## src/rtl/gray_pkg.sv

```systemverilog
// ============================================================================
// Module  : gray_pkg
// Brief   : Gray/binary conversion and popcount helpers shared with Bin2Gray.
// Revision: 1.0 - initial release
// ============================================================================
`default_nettype none

package gray_pkg;

   localparam int c_ptr_max_w = 32;
   localparam int c_pop_w     = 6;

   typedef logic [c_ptr_max_w-1:0] ptr_word_t;
   typedef logic [c_pop_w-1:0]     pop_cnt_t;

   function automatic ptr_word_t bin2gray(input ptr_word_t b);
      return b ^ (b >> 1);
   endfunction

   // Callers zero-extend narrower pointers, so the unused upper bits decode to 0.
   function automatic ptr_word_t gray2bin(input ptr_word_t g);
      ptr_word_t b;
      b[c_ptr_max_w-1] = g[c_ptr_max_w-1];
      for (int i = c_ptr_max_w - 2; i >= 0; i--) begin
         b[i] = b[i+1] ^ g[i];
      end
      return b;
   endfunction

   function automatic pop_cnt_t popcount(input ptr_word_t v);
      pop_cnt_t n;
      n = '0;
      for (int i = 0; i < c_ptr_max_w; i++) begin
         n = n + pop_cnt_t'(v[i]);
      end
      return n;
   endfunction

endpackage

`default_nettype wire

```

## src/rtl/gray_sync.sv

```systemverilog
// ============================================================================
// Module  : gray_sync
// Brief   : Multi-flop synchroniser for a Gray-coded word, async reset to 0.
// Revision: 1.0 - initial release
// ============================================================================
`default_nettype none

module gray_sync #(
   parameter int WIDTH       = 3,
   parameter int SYNC_STAGES = 2
) (
   input  logic             clk,
   input  logic             rst,
   input  logic [WIDTH-1:0] gray_in,
   output logic [WIDTH-1:0] gray_s
);

   logic [WIDTH-1:0] r_stage [SYNC_STAGES];

   always_ff @(posedge clk or posedge rst) begin
      if (rst) begin
         r_stage[0] <= '0;
      end else begin
         r_stage[0] <= gray_in;
      end
   end

   for (genvar i = 1; i < SYNC_STAGES; i++) begin : g_stage
      always_ff @(posedge clk or posedge rst) begin
         if (rst) begin
            r_stage[i] <= '0;
         end else begin
            r_stage[i] <= r_stage[i-1];
         end
      end
   end

   assign gray_s = r_stage[SYNC_STAGES-1];

endmodule

`default_nettype wire

```

## src/rtl/gray_ptr_rx.sv

```systemverilog
// ============================================================================
// Module  : gray_ptr_rx
// Brief   : Gray pointer receiver: sync, decode, step check and credit counter.
// Revision: 1.0 - initial release
// ============================================================================
`default_nettype none

module gray_ptr_rx
   import gray_pkg::*;
#(
   parameter int WIDTH       = 3,
   parameter int SYNC_STAGES = 2,
   parameter int CNT_WIDTH   = WIDTH + 1
) (
   input  logic                 clk,
   input  logic                 rst,
   input  logic [WIDTH-1:0]     gray_in,
   output logic [WIDTH-1:0]     bin_out,
   output logic                 chg,
   output logic                 err,
   input  logic                 err_clr,
   output logic                 out_valid,
   input  logic                 out_ready,
   output logic [CNT_WIDTH-1:0] pend_cnt,
   output logic                 ovf
);

   logic [WIDTH-1:0]     w_gray_s;
   logic [WIDTH-1:0]     w_bin_s;
   logic [WIDTH-1:0]     w_bin_inc;
   pop_cnt_t             w_dist;
   logic                 w_changed;
   logic                 w_legal;
   logic                 w_pop;
   logic                 w_cnt_max;

   logic [WIDTH-1:0]     r_gray_q;
   logic [WIDTH-1:0]     r_bin;
   logic                 r_chg;
   logic                 r_err;
   logic                 r_ovf;
   logic [CNT_WIDTH-1:0] r_pend;

   gray_sync #(
      .WIDTH       (WIDTH),
      .SYNC_STAGES (SYNC_STAGES)
   ) u_sync (
      .clk     (clk),
      .rst     (rst),
      .gray_in (gray_in),
      .gray_s  (w_gray_s)
   );

   // A legal step is a single-bit change whose decoded value is exactly one ahead.
   assign w_dist    = popcount(ptr_word_t'(w_gray_s ^ r_gray_q));
   assign w_bin_s   = WIDTH'(gray2bin(ptr_word_t'(w_gray_s)));
   assign w_bin_inc = r_bin + WIDTH'(1);
   assign w_changed = (w_dist != '0);
   assign w_legal   = (w_dist == pop_cnt_t'(1)) && (w_bin_s == w_bin_inc);

   assign out_valid = (r_pend != '0);
   assign w_pop     = out_valid & out_ready;
   assign w_cnt_max = &r_pend;

   always_ff @(posedge clk or posedge rst) begin
      if (rst) begin
         r_gray_q <= '0;
         r_bin    <= '0;
         r_chg    <= 1'b0;
      end else begin
         r_chg <= w_changed;
         if (w_changed) begin
            r_gray_q <= w_gray_s;
            r_bin    <= w_bin_s;
         end
      end
   end

   always_ff @(posedge clk or posedge rst) begin
      if (rst) begin
         r_pend <= '0;
      end else begin
         case ({w_legal, w_pop})
            2'b10:   r_pend <= w_cnt_max ? r_pend : r_pend + CNT_WIDTH'(1);
            2'b01:   r_pend <= r_pend - CNT_WIDTH'(1);
            default: r_pend <= r_pend;
         endcase
      end
   end

   // err_clr has priority over a same-cycle set on both sticky flags.
   always_ff @(posedge clk or posedge rst) begin
      if (rst) begin
         r_err <= 1'b0;
         r_ovf <= 1'b0;
      end else if (err_clr) begin
         r_err <= 1'b0;
         r_ovf <= 1'b0;
      end else begin
         if (w_changed && !w_legal) begin
            r_err <= 1'b1;
         end
         if (w_legal && !w_pop && w_cnt_max) begin
            r_ovf <= 1'b1;
         end
      end
   end

   assign bin_out  = r_bin;
   assign chg      = r_chg;
   assign err      = r_err;
   assign ovf      = r_ovf;
   assign pend_cnt = r_pend;

endmodule

`default_nettype wire
```

## config.mk

```make
export PLATFORM = sky130hd
export DESIGN_NAME = gray_ptr_rx
export DESIGN_NICKNAME = d
export VERILOG_FILES = /design/src/rtl/gray_pkg.sv /design/src/rtl/gray_sync.sv /design/src/rtl/gray_ptr_rx.sv
export SDC_FILE = /design/constraint.sdc
export NUM_CORES = 1
export LEC_CHECK = 0
export ABC_AREA = 0
export CORE_MARGIN = 2
export CORE_UTILIZATION = 56
export CTS_BUF_LIST = sky130_fd_sc_hd__clkbuf_8
export CTS_CLUSTER_DIAMETER = 150
export CTS_CLUSTER_SIZE = 25
export DETAILED_ROUTE_END_ITERATION = 7
export PLACE_DENSITY_LB_ADDON = 0.15
export SLEW_MARGIN = 20
export SYNTH_ARGS = -nofsm -noshare
export SYNTH_HDL_FRONTEND = slang
export SYNTH_HIERARCHICAL = 1
export SYNTH_SLANG_ARGS = --single-unit
```

## constraint.sdc

```tcl
create_clock -name clk -period 5.84 [get_ports clk]
set_input_delay 1.168 -clock clk [delete_from_list [all_inputs] [get_ports clk]]
set_output_delay 1.168 -clock clk [all_outputs]
set_load 0.005 [all_outputs]
```

After elaboration in Yosys (flattened, before gate mapping)
Cells that the tools add are included.
{ "totals": {"out_inout_bits": 11, "inputBits": 7, "ff_bits": 19, "word_cells": 70} }
{ "op_classes": {"n_mux": 6, "bitwise": 4, "n_reduce_logical": 13, "n_addsub": 34, "n_eq_ne": 5} }
{ "op_table": {"columns": ["operator", "n"], "rows": [
  ["adder 6 x 1 -> 6 bit, second input constant", 26],
  ["one-hot mux 4 bit (2 select lines)", 1],
  ["adder 5 x 1 -> 6 bit, second input constant", 1],
  ["== test 6 x 1 -> 1 bit, second input constant", 1],
  ["nonzero test 2 bit", 3],
  ["nonzero test 6 bit", 1],
  ["adder 4 x 1 -> 5 bit, second input constant", 1],
  ["adder 3 x 1 -> 4 bit, second input constant", 1],
  ["adder 4 x 1 -> 4 bit, second input constant", 1],
  ["logical AND 1 bit", 4],
  ["2-to-1 mux 1 bit", 4],
  ["2-to-1 mux 4 bit", 1],
  ["AND reduction 4 bit", 1],
  ["nonzero test 4 bit", 1],
  ["subtractor 4 x 1 -> 4 bit, second input constant", 1],
  ["adder 2 x 1 -> 3 bit", 1],
  ["adder 3 x 1 -> 3 bit, second input constant", 1],
  ["== test 3 bit", 1],
  ["bitwise XOR 3 bit", 1],
  ["adder 1 x 1 -> 2 bit", 1],
  ["== test 2 x 1 -> 1 bit, second input constant", 1],
  ["== test 2 bit, second input constant", 1],
  ["logical NOT 1 bit", 2],
  ["!= test 2 bit, second input constant", 1],
  ["other kinds (3)", 4]
]} }

Logic depth before layout (Yosys ltp)
Gate-level depths: netlist of run 1.
{ "depth": {"word_depth": 38, "depth_mapped": 13, "ltp_nobuf": 12} }

Hierarchy
Netlist of run 1, hierarchy kept.
{ "by_module_without_submodules": {"columns": ["module", "n_inst", "seq_area_each_um2", "area_per_inst_um2", "cells_per_inst"], "rows": [
  ["gray_ptr_rx", 1, 300.3, 728.2, 63],
  ["gray_sync", 1, 150.1, 176.4, 10]
]} }

Least setup slack after synthesis of run 1
Ideal clock, no wire load.
{ "synth_path": {"path_type": "register to register", "from": "register u_sync.r_stage (netlist bit u_sync/gray_s[2])", "to": "register r_pend[3] (netlist: pend_cnt[3])", "stages_incl_launch_ff": 13, "setup_slack_ns": 3.004, "t_arrival_ns": 2.710, "cell_sequence": "dfrtp_1 -> buf_4 -> xnor2_1 -> fa_1 -> a2111oi_4 -> or2_2 -> inv_1 -> ha_1 -> a21o_1 -> a21oi_1 -> nor2b_1 -> mux2i_1 -> xnor2_1"} }
{ "synth_between": {"elab_chain_len": 36, "elab_cells_between_ends": 42} }
{ "synth_rtl": {"columns": ["element", "line", "source"], "rows": [
  ["start: declaration", "gray_sync.sv:18", "logic [WIDTH-1:0] r_stage [SYNC_STAGES];"],
  ["start signal: indexed assignment", "gray_sync.sv:33", "r_stage[i] <= r_stage[i-1];"],
  ["bitwise XOR 3 bit", "gray_ptr_rx.sv:55", "assign w_dist = popcount(ptr_word_t'(w_gray_s ^ r_gray_q));"],
  ["adder 2 x 1 -> 3 bit", "gray_pkg.sv:34", "n = n + pop_cnt_t'(v[i]);"],
  ["adder 3 x 1 -> 4 bit", "gray_pkg.sv:34", null],
  ["adder 4 x 1 -> 5 bit", "gray_pkg.sv:34", null],
  ["adder 5 x 1 -> 6 bit", "gray_pkg.sv:34", null],
  ["adder 6 x 1 -> 6 bit (26 in a row)", "gray_pkg.sv:34", null],
  ["== test 6 x 1 -> 1 bit", "gray_ptr_rx.sv:59", "assign w_legal = (w_dist == pop_cnt_t'(1)) && (w_bin_s == w_bin_inc);"],
  ["logical AND 1 bit (*)", "gray_ptr_rx.sv:59", null],
  ["== test 2 bit or == test 2 x 1 -> 1 bit (tied branches)", "gray_ptr_rx.sv:83", "case ({w_legal, w_pop})"],
  ["!= test 2 bit (no line) or nonzero test 2 bit (tied branches)", null, null],
  ["AND reduction 2 bit (no line)", null, null],
  ["end signal: assignment", "gray_ptr_rx.sv:84", "2'b10: r_pend <= w_cnt_max ? r_pend : r_pend + CNT_WIDTH'(1);"],
  ["end signal: assignment", "gray_ptr_rx.sv:85", "2'b01: r_pend <= r_pend - CNT_WIDTH'(1);"],
  ["end signal: assignment", "gray_ptr_rx.sv:86", "default: r_pend <= r_pend;"],
  ["end: declaration", "gray_ptr_rx.sv:42", "logic [CNT_WIDTH-1:0] r_pend;"]
]} }
Every way passes the cells marked *; elsewhere a longest branch is shown, timed or not.
A chain may end at the register's enable or synchronous reset.

Worst setup path after layout of run 1
{ "layout_path": {"from": "input out_ready", "to": "register r_pend[3] (netlist: pend_cnt[3])"} }
{ "layout_between": {"elab_chain_len": 4, "elab_cells_between_ends": 7} }
{ "layout_rtl": {"columns": ["element", "line", "source"], "rows": [
  ["start: declaration", "gray_ptr_rx.sv:23", "input logic out_ready,"],
  ["AND 1 bit (*)", "gray_ptr_rx.sv:62", "assign w_pop = out_valid & out_ready;"],
  ["== test 2 bit or == test 2 x 1 -> 1 bit (tied branches)", "gray_ptr_rx.sv:83", null],
  ["!= test 2 bit (no line) or nonzero test 2 bit (tied branches)", null, null],
  ["AND reduction 2 bit (no line)", null, null]
]} }
Marked as above.

==> flow_summary.ini, run 1 <==
[cts]
post_cts.repair.setup_buffers = 0
cts.reportedPaths.clkPinSlew_ns = 0.07
cts-root-to-sink-buffers = 2
cts_resized = 0
cts_root_buffer = clkbuf_8
number_of_buffers_inserted_during_clock_tree_synthesis = 3
cts.sinks = 18
holdBufCountCts = 0
htree_num_levels = 1
cts_tree = yes
clock_insertion_delay_worst_skew_ns = 0.25

[detailed_routing]
post_drt_via_cell_ratio = 5.264
drt_iter0_markers = 10
drt_pre_antenna_iters = 4
average_detailed_routed_wire_length_per_instance_um = 14.32
detail_route.drc_violations = 0
drt.antenna.violating_nets = 0
via_count = 558
postRouteWirelength_um = 1518

[die]
std_cell_rows = 14
dieWidth_um = 44.19
start_util = 0.6005
design.die.area_um2 = 1953
fp.coreArea_um2 = 1506
io_pins = 18
die_height_um = 44.19

[layout]
fillCellCount = 103
final_core_util = 0.7434
final_net_count = 103
syn2layout_area_growth_pct = 23.79
sequential_cell_area_um2 = 450.4
layout_cell_share_with_drive_strength_beyond_1 = 0.1556
num_antenna_cells = 0
multi_input_area_um2 = 401.6

[critical_path]
critical_path.endpoint_type = flop
crit_arrival_ns = 3.21
critical_path.max_fanout = 4
path_cells = clkdlybuf4s50_1 -> nand2_1 -> or2_2 -> inv_1 -> ha_1 -> a21o_1 -> a21oi_1 -> nor2b_1 -> mux2i_1 -> xnor2_1
worst-path-buf-inv = 2
critical-path-max-stage-delay_ns = 0.52
slowest_stage_cell_cp = clkdlybuf4s50_1
worst-endpoint-required_ns = 5.97
critical_path_start_end_classification = in -> reg
worst-r2r-setup-slack_ns = 2.79
timing.critical_path.max_delay_family = buffers and inverters
cp-start-kind = primary input

[global_routing]
pin_count_of_the_biggest_net_entering_global_routing = 13
overflow_left_after_global_routing = 0
grt_pass1_vias = 611
globalRouteTotalUtil = 0.2010
grt_antenna_before_repair = 0
grt_pass1_wl_um = 2746

[power]
power_density_nw_per_um2 = 589.4
p_leak_uw = 0.0004738
vdd_ir_drop_max_mv = 0.3319

[synth]
synth_async_sr_flop_share = 1.000
synthesis.instances = 73
ys_seq_elements = 18
yosysWarnings = 6
synth_top_cell_by_area = dfrtp_1
yosys.area.top_type_share = 0.4979
ys_types = 24
synthesis.nets = 85
ys_seq_area_frac = 0.4979
post_synth_edffs = 0
synth.cell_area_um2 = 904.6
postSynth.topFlopCell = dfrtp_1
synth.area.top_cells = dfrtp_1, xnor2_1, mux2_2
avgSynthCellArea_um2 = 12.39

[timing]
setup-tns-final_ns = 0
count_of_final_max_slew_check_failures = 0
fin_crit_ns = 3.077
max_freq_ghz = 0.3250
tightestPinTransition_ns = 0.4690
clock_skew_ns = 0.001489
final-setup-viol-count = 0
grt_setup_unrepaired = false
final.period_utilization = 0.5269
timing.final.hold_violations = 0
slew-limit-headroom = 0.6870

[placed_design]
detailed_place_hpwl_um = 1092
globalplace.congestion = 0.8409
portBuffers = 17

[flow_run]
cap_violations = 0

[worst_hold_path]
worst_hold_path_type = reg -> reg

[status]
outcome = finished clean
## layout by cell type (no fill, tap or decap), drive strengths merged, types with 2 or more instances in the layout
cell type,n
ha,3
nand3,2
mux2,5
clkbuf,4
mux2i,3
dfrtp,18
nor2,3
nand2,2
a21oi,4
inv,6
xnor2,9
clkdlybuf4s50,17
fa,2
## cells by family (layout without fill, tap and decap cells)
logic type / after synthesis / in the layout / share of synthesized area
buffers and inverters: 10 / 27 / 0.05809
adders and majority gates: 5 / 5 / 0.08576
xor gates and xnor gates: 10 / 10 / 0.09683
AOI/OAI and AO/OA: 10 / 10 / 0.09268
and+or+nand+nor: 12 / 12 / 0.07331
DFF: 18 / 18 / 0.4979
muxes: 8 / 8 / 0.09543
## per-layer routing
layer	vias up	part of all wire	track usage
met5	-	0	0
met4	0	0.0079	0.09091
met3	2	0.047	0.04898
met2	18	0.50	0.3147
met1	262	0.44	0.2656
li1	276	-	-
## cells in the mapped netlist (2+ instances only)
cell	instances
buf_4	4
a21oi_1	4
inv_1	6
mux2i_1	3
ha_1	3
nand2_1	2
xnor2_1	9
nor2_1	3
dfrtp_1	18
fa_1	2
mux2_2	5
nand3_1	2
## layout make-up
| class | instances | share of cell area |
|---|---|---|
| clock buffer | 4 | 0.04916 |
| inverter | 6 | 0.02011 |
| multi-input combinational | 45 | 0.3587 |
| timing repair buffer | 17 | 0.1520 |
| sequential | 18 | 0.4022 |
| tap | 16 | 0.01788 |
## worst paths after layout
kind                                    from          endpoint  depth (start not counted)
setup / recovery                   out_ready       pend_cnt[3]                         10
hold / removal             u_sync/r_stage[5]  u_sync/gray_s[2]                          0
setup reg to reg            u_sync/gray_s[2]       pend_cnt[3]                         11
hold reg to reg            u_sync/r_stage[5]  u_sync/gray_s[2]                          0
max in group asynchronous                rst        bin_out[1]                          2
min in group asynchronous                rst  u_sync/gray_s[0]                          2
## metrics by stage
stage | hold WS (ns) | cell area (µm²) | worst slack (ns) | cells | total power (µW)
after floorplan | 0.3312 | 904.6 | 3.004 | 73 | 452.4
after global placement | 0.3322 | 1065 | 2.611 | 102 | 549.2
after detailed placement | 0.3394 | 1065 | 2.566 | 102 | 558.5
after CTS | 0.3546 | 1120 | 2.769 | 106 | 666.3
after global routing | 0.3665 | 1120 | 2.551 | 106 | 717.7
final | 0.3545 | 1120 | 2.763 | 106 | 660.0
## power by group
part / switching, µW / internal [µW]
clock network: 39.4 / 59.8
logic: 156 / 193
registers: 42.6 / 169
## flip-flops by register name (all words and copies together) (netlist names)
| signal | cells |
|---|---|
| bin_out | 2 |
| err | 1 |
| u_sync/r_stage | 3 |
| ovf | 1 |
| r_gray_q | 3 |
| u_sync/gray_s | 3 |
| pend_cnt | 4 |
| chg | 1 |
(Power assumes the default switching activity.)
==> run 2: changes to the inputs <==
CORE_UTILIZATION = 47   (was 56)
clock period = 2.7 ns   (was 5.84 ns; I/O delays follow)
==> flow_summary.ini, run 2 (synthesis gave the netlist of run 1 again) <==
[status]
outcome = finished clean

[detailed_routing]
drt_iter0_markers = 7
postRouteWirelength_um = 1695
drt.antenna.violating_nets = 0
detail_route.drc_violations = 0
drt_pre_antenna_iters = 4
average_detailed_routed_wire_length_per_instance_um = 13.78
post_drt_via_cell_ratio = 5.033
via_count = 619

[global_routing]
grt_pass1_wl_um = 2691
grt_pass1_vias = 612
globalRouteTotalUtil = 0.1749
pin_count_of_the_biggest_net_entering_global_routing = 13
overflow_left_after_global_routing = 0
grt_antenna_before_repair = 0

[layout]
syn2layout_area_growth_pct = 39.70
layout_cell_share_with_drive_strength_beyond_1 = 0.3265
final_core_util = 0.7163
final_net_count = 111
finish.cell_count_without_fillers = 123
final_cell_area_um2 = 1264
final_common_cell = clkdlybuf4s50_1
final_cell_mix = clkdlybuf4s50_1, dfrtp_1, buf_4, xnor2_1
num_antenna_cells = 0
largest_register_ff_count = 4

[critical_path]
cp-start-kind = flop
r2r_start = u_sync/gray_s[2]
r2r-end = pend_cnt[3]
worst-r2r-setup-slack_ns = 0.12
critical_path.endpoint_type = flop
critical_path_start_end_classification = reg -> reg
worst_reg_to_reg_cells = 11
worst-endpoint-required_ns = 2.84
crit_arrival_ns = 2.72
critical_path.max_fanout = 3

[placed_design]
globalplace.congestion = 0.7819
portBuffers = 17
placed_area_um2 = 1159
detailed_place_hpwl_um = 1243
dp_slack_ns = 0.04749
place_inst = 116

[timing]
max_freq_ghz = 0.3877
tightestPinTransition_ns = 0.4809
fin_crit_ns = 2.579
count_of_final_max_slew_check_failures = 0
clock_skew_ns = 0.002956
grt_setup_unrepaired = true
final.period_utilization = 0.9553
timing.final.ws_setup_ns = 0.1206
timing.final.hold_violations = 0
final-setup-viol-count = 0
slew-limit-headroom = 0.6791

[power]
post-layout-total-power_uw = 1644
power_density_nw_per_um2 = 1301
p_leak_uw = 0.0005242
vdd_ir_drop_max_mv = 0.7240

[cts]
cts.reportedPaths.clkPinSlew_ns = 0.07
htree_num_levels = 1
number_of_buffers_inserted_during_clock_tree_synthesis = 3
clock_insertion_delay_worst_skew_ns = 0.25
cts_root_buffer = clkbuf_8
cts-root-to-sink-buffers = 2
cts.sinks = 18
cts_tree = yes
holdBufCountCts = 0

[die]
fp.coreArea_um2 = 1764
die_height_um = 47.87
dieWidth_um = 47.87
std_cell_rows = 15
design.die.area_um2 = 2292
start_util = 0.5128
io_pins = 18

[flow_run]
cap_violations = 0

[worst_hold_path]
sink_of_the_worst_hold_path = u_sync/gray_s[2]
hp-start = u_sync/r_stage[5]
worst_hold_path_type = reg -> reg
whs_path_depth = 0
## run 2: metal layers
metal | global-route usage | share of wire | vias to the layer above
met5 | 0 | 0 | -
met4 | 0.04865 | 0.010 | 0
met3 | 0.04906 | 0.042 | 2
met2 | 0.2773 | 0.49 | 17
met1 | 0.2356 | 0.46 | 308
li1 | - | - | 292
## run 2: cell type report
cell class                      count  area, µm²
Clock buffer                        4      55.05
Multi-Input combinational cell     45      469.2
Sequential cell                    18      452.9
Timing Repair Buffer               25      230.2
Tap cell                           25      31.28
Inverter                            6      25.02
Fill cell                         136      500.5
## run 2: how the worst max path moves through the flow
stage	startpoint	endpoint	slack, ns	depth (start not counted)
after floorplan	u_sync/gray_s[0]	pend_cnt[3]	-0.03	12
after global placement	r_gray_q[2]	pend_cnt[3]	0.09	11
after detailed placement	r_gray_q[2]	pend_cnt[3]	0.05	11
after CTS	r_gray_q[2]	pend_cnt[3]	0.03	11
after global routing	u_sync/gray_s[2]	pend_cnt[3]	-0.03	11
final	u_sync/gray_s[2]	pend_cnt[3]	0.12	11
## run 2: per-stage QoR
step | setup TNS, ns | hold slack [ns]
6_report | 0 | 0.3512
5_1_grt | -0.02874 | 0.3598
4_1_cts | 0 | 0.3511
3_5_place_dp | 0 | 0.3356
3_3_place_gp | 0 | 0.3314
2_1_floorplan | -0.02835 | 0.3310
## run 2: critical path, stage by stage, from the launching register on
cell       delay, ns
dfrtp_2         0.46
xnor2_4         0.17
fa_2            0.62
a2111oi_4       0.05
or2_4           0.28
inv_4           0.06
ha_4            0.18
a21o_1          0.16
a21oi_2         0.14
nor2b_1         0.13
mux2i_1         0.08
xnor2_1         0.12
## run 2: timing repair
item                       4_1_cts  5_1_grt
setup endpoints to repair        0        1
buffers inserted                 0        3
resized for setup                0        6
## run 2: power breakdown
group | switching (µW) | internal [µW] | leakage, µW
Combinational | 411 | 555 | 0.000287
Sequential | 92.7 | 367 | 0.000209
Clock | 88.7 | 129 | 0.0000288
Total | 593 | 1050 | 0.000524
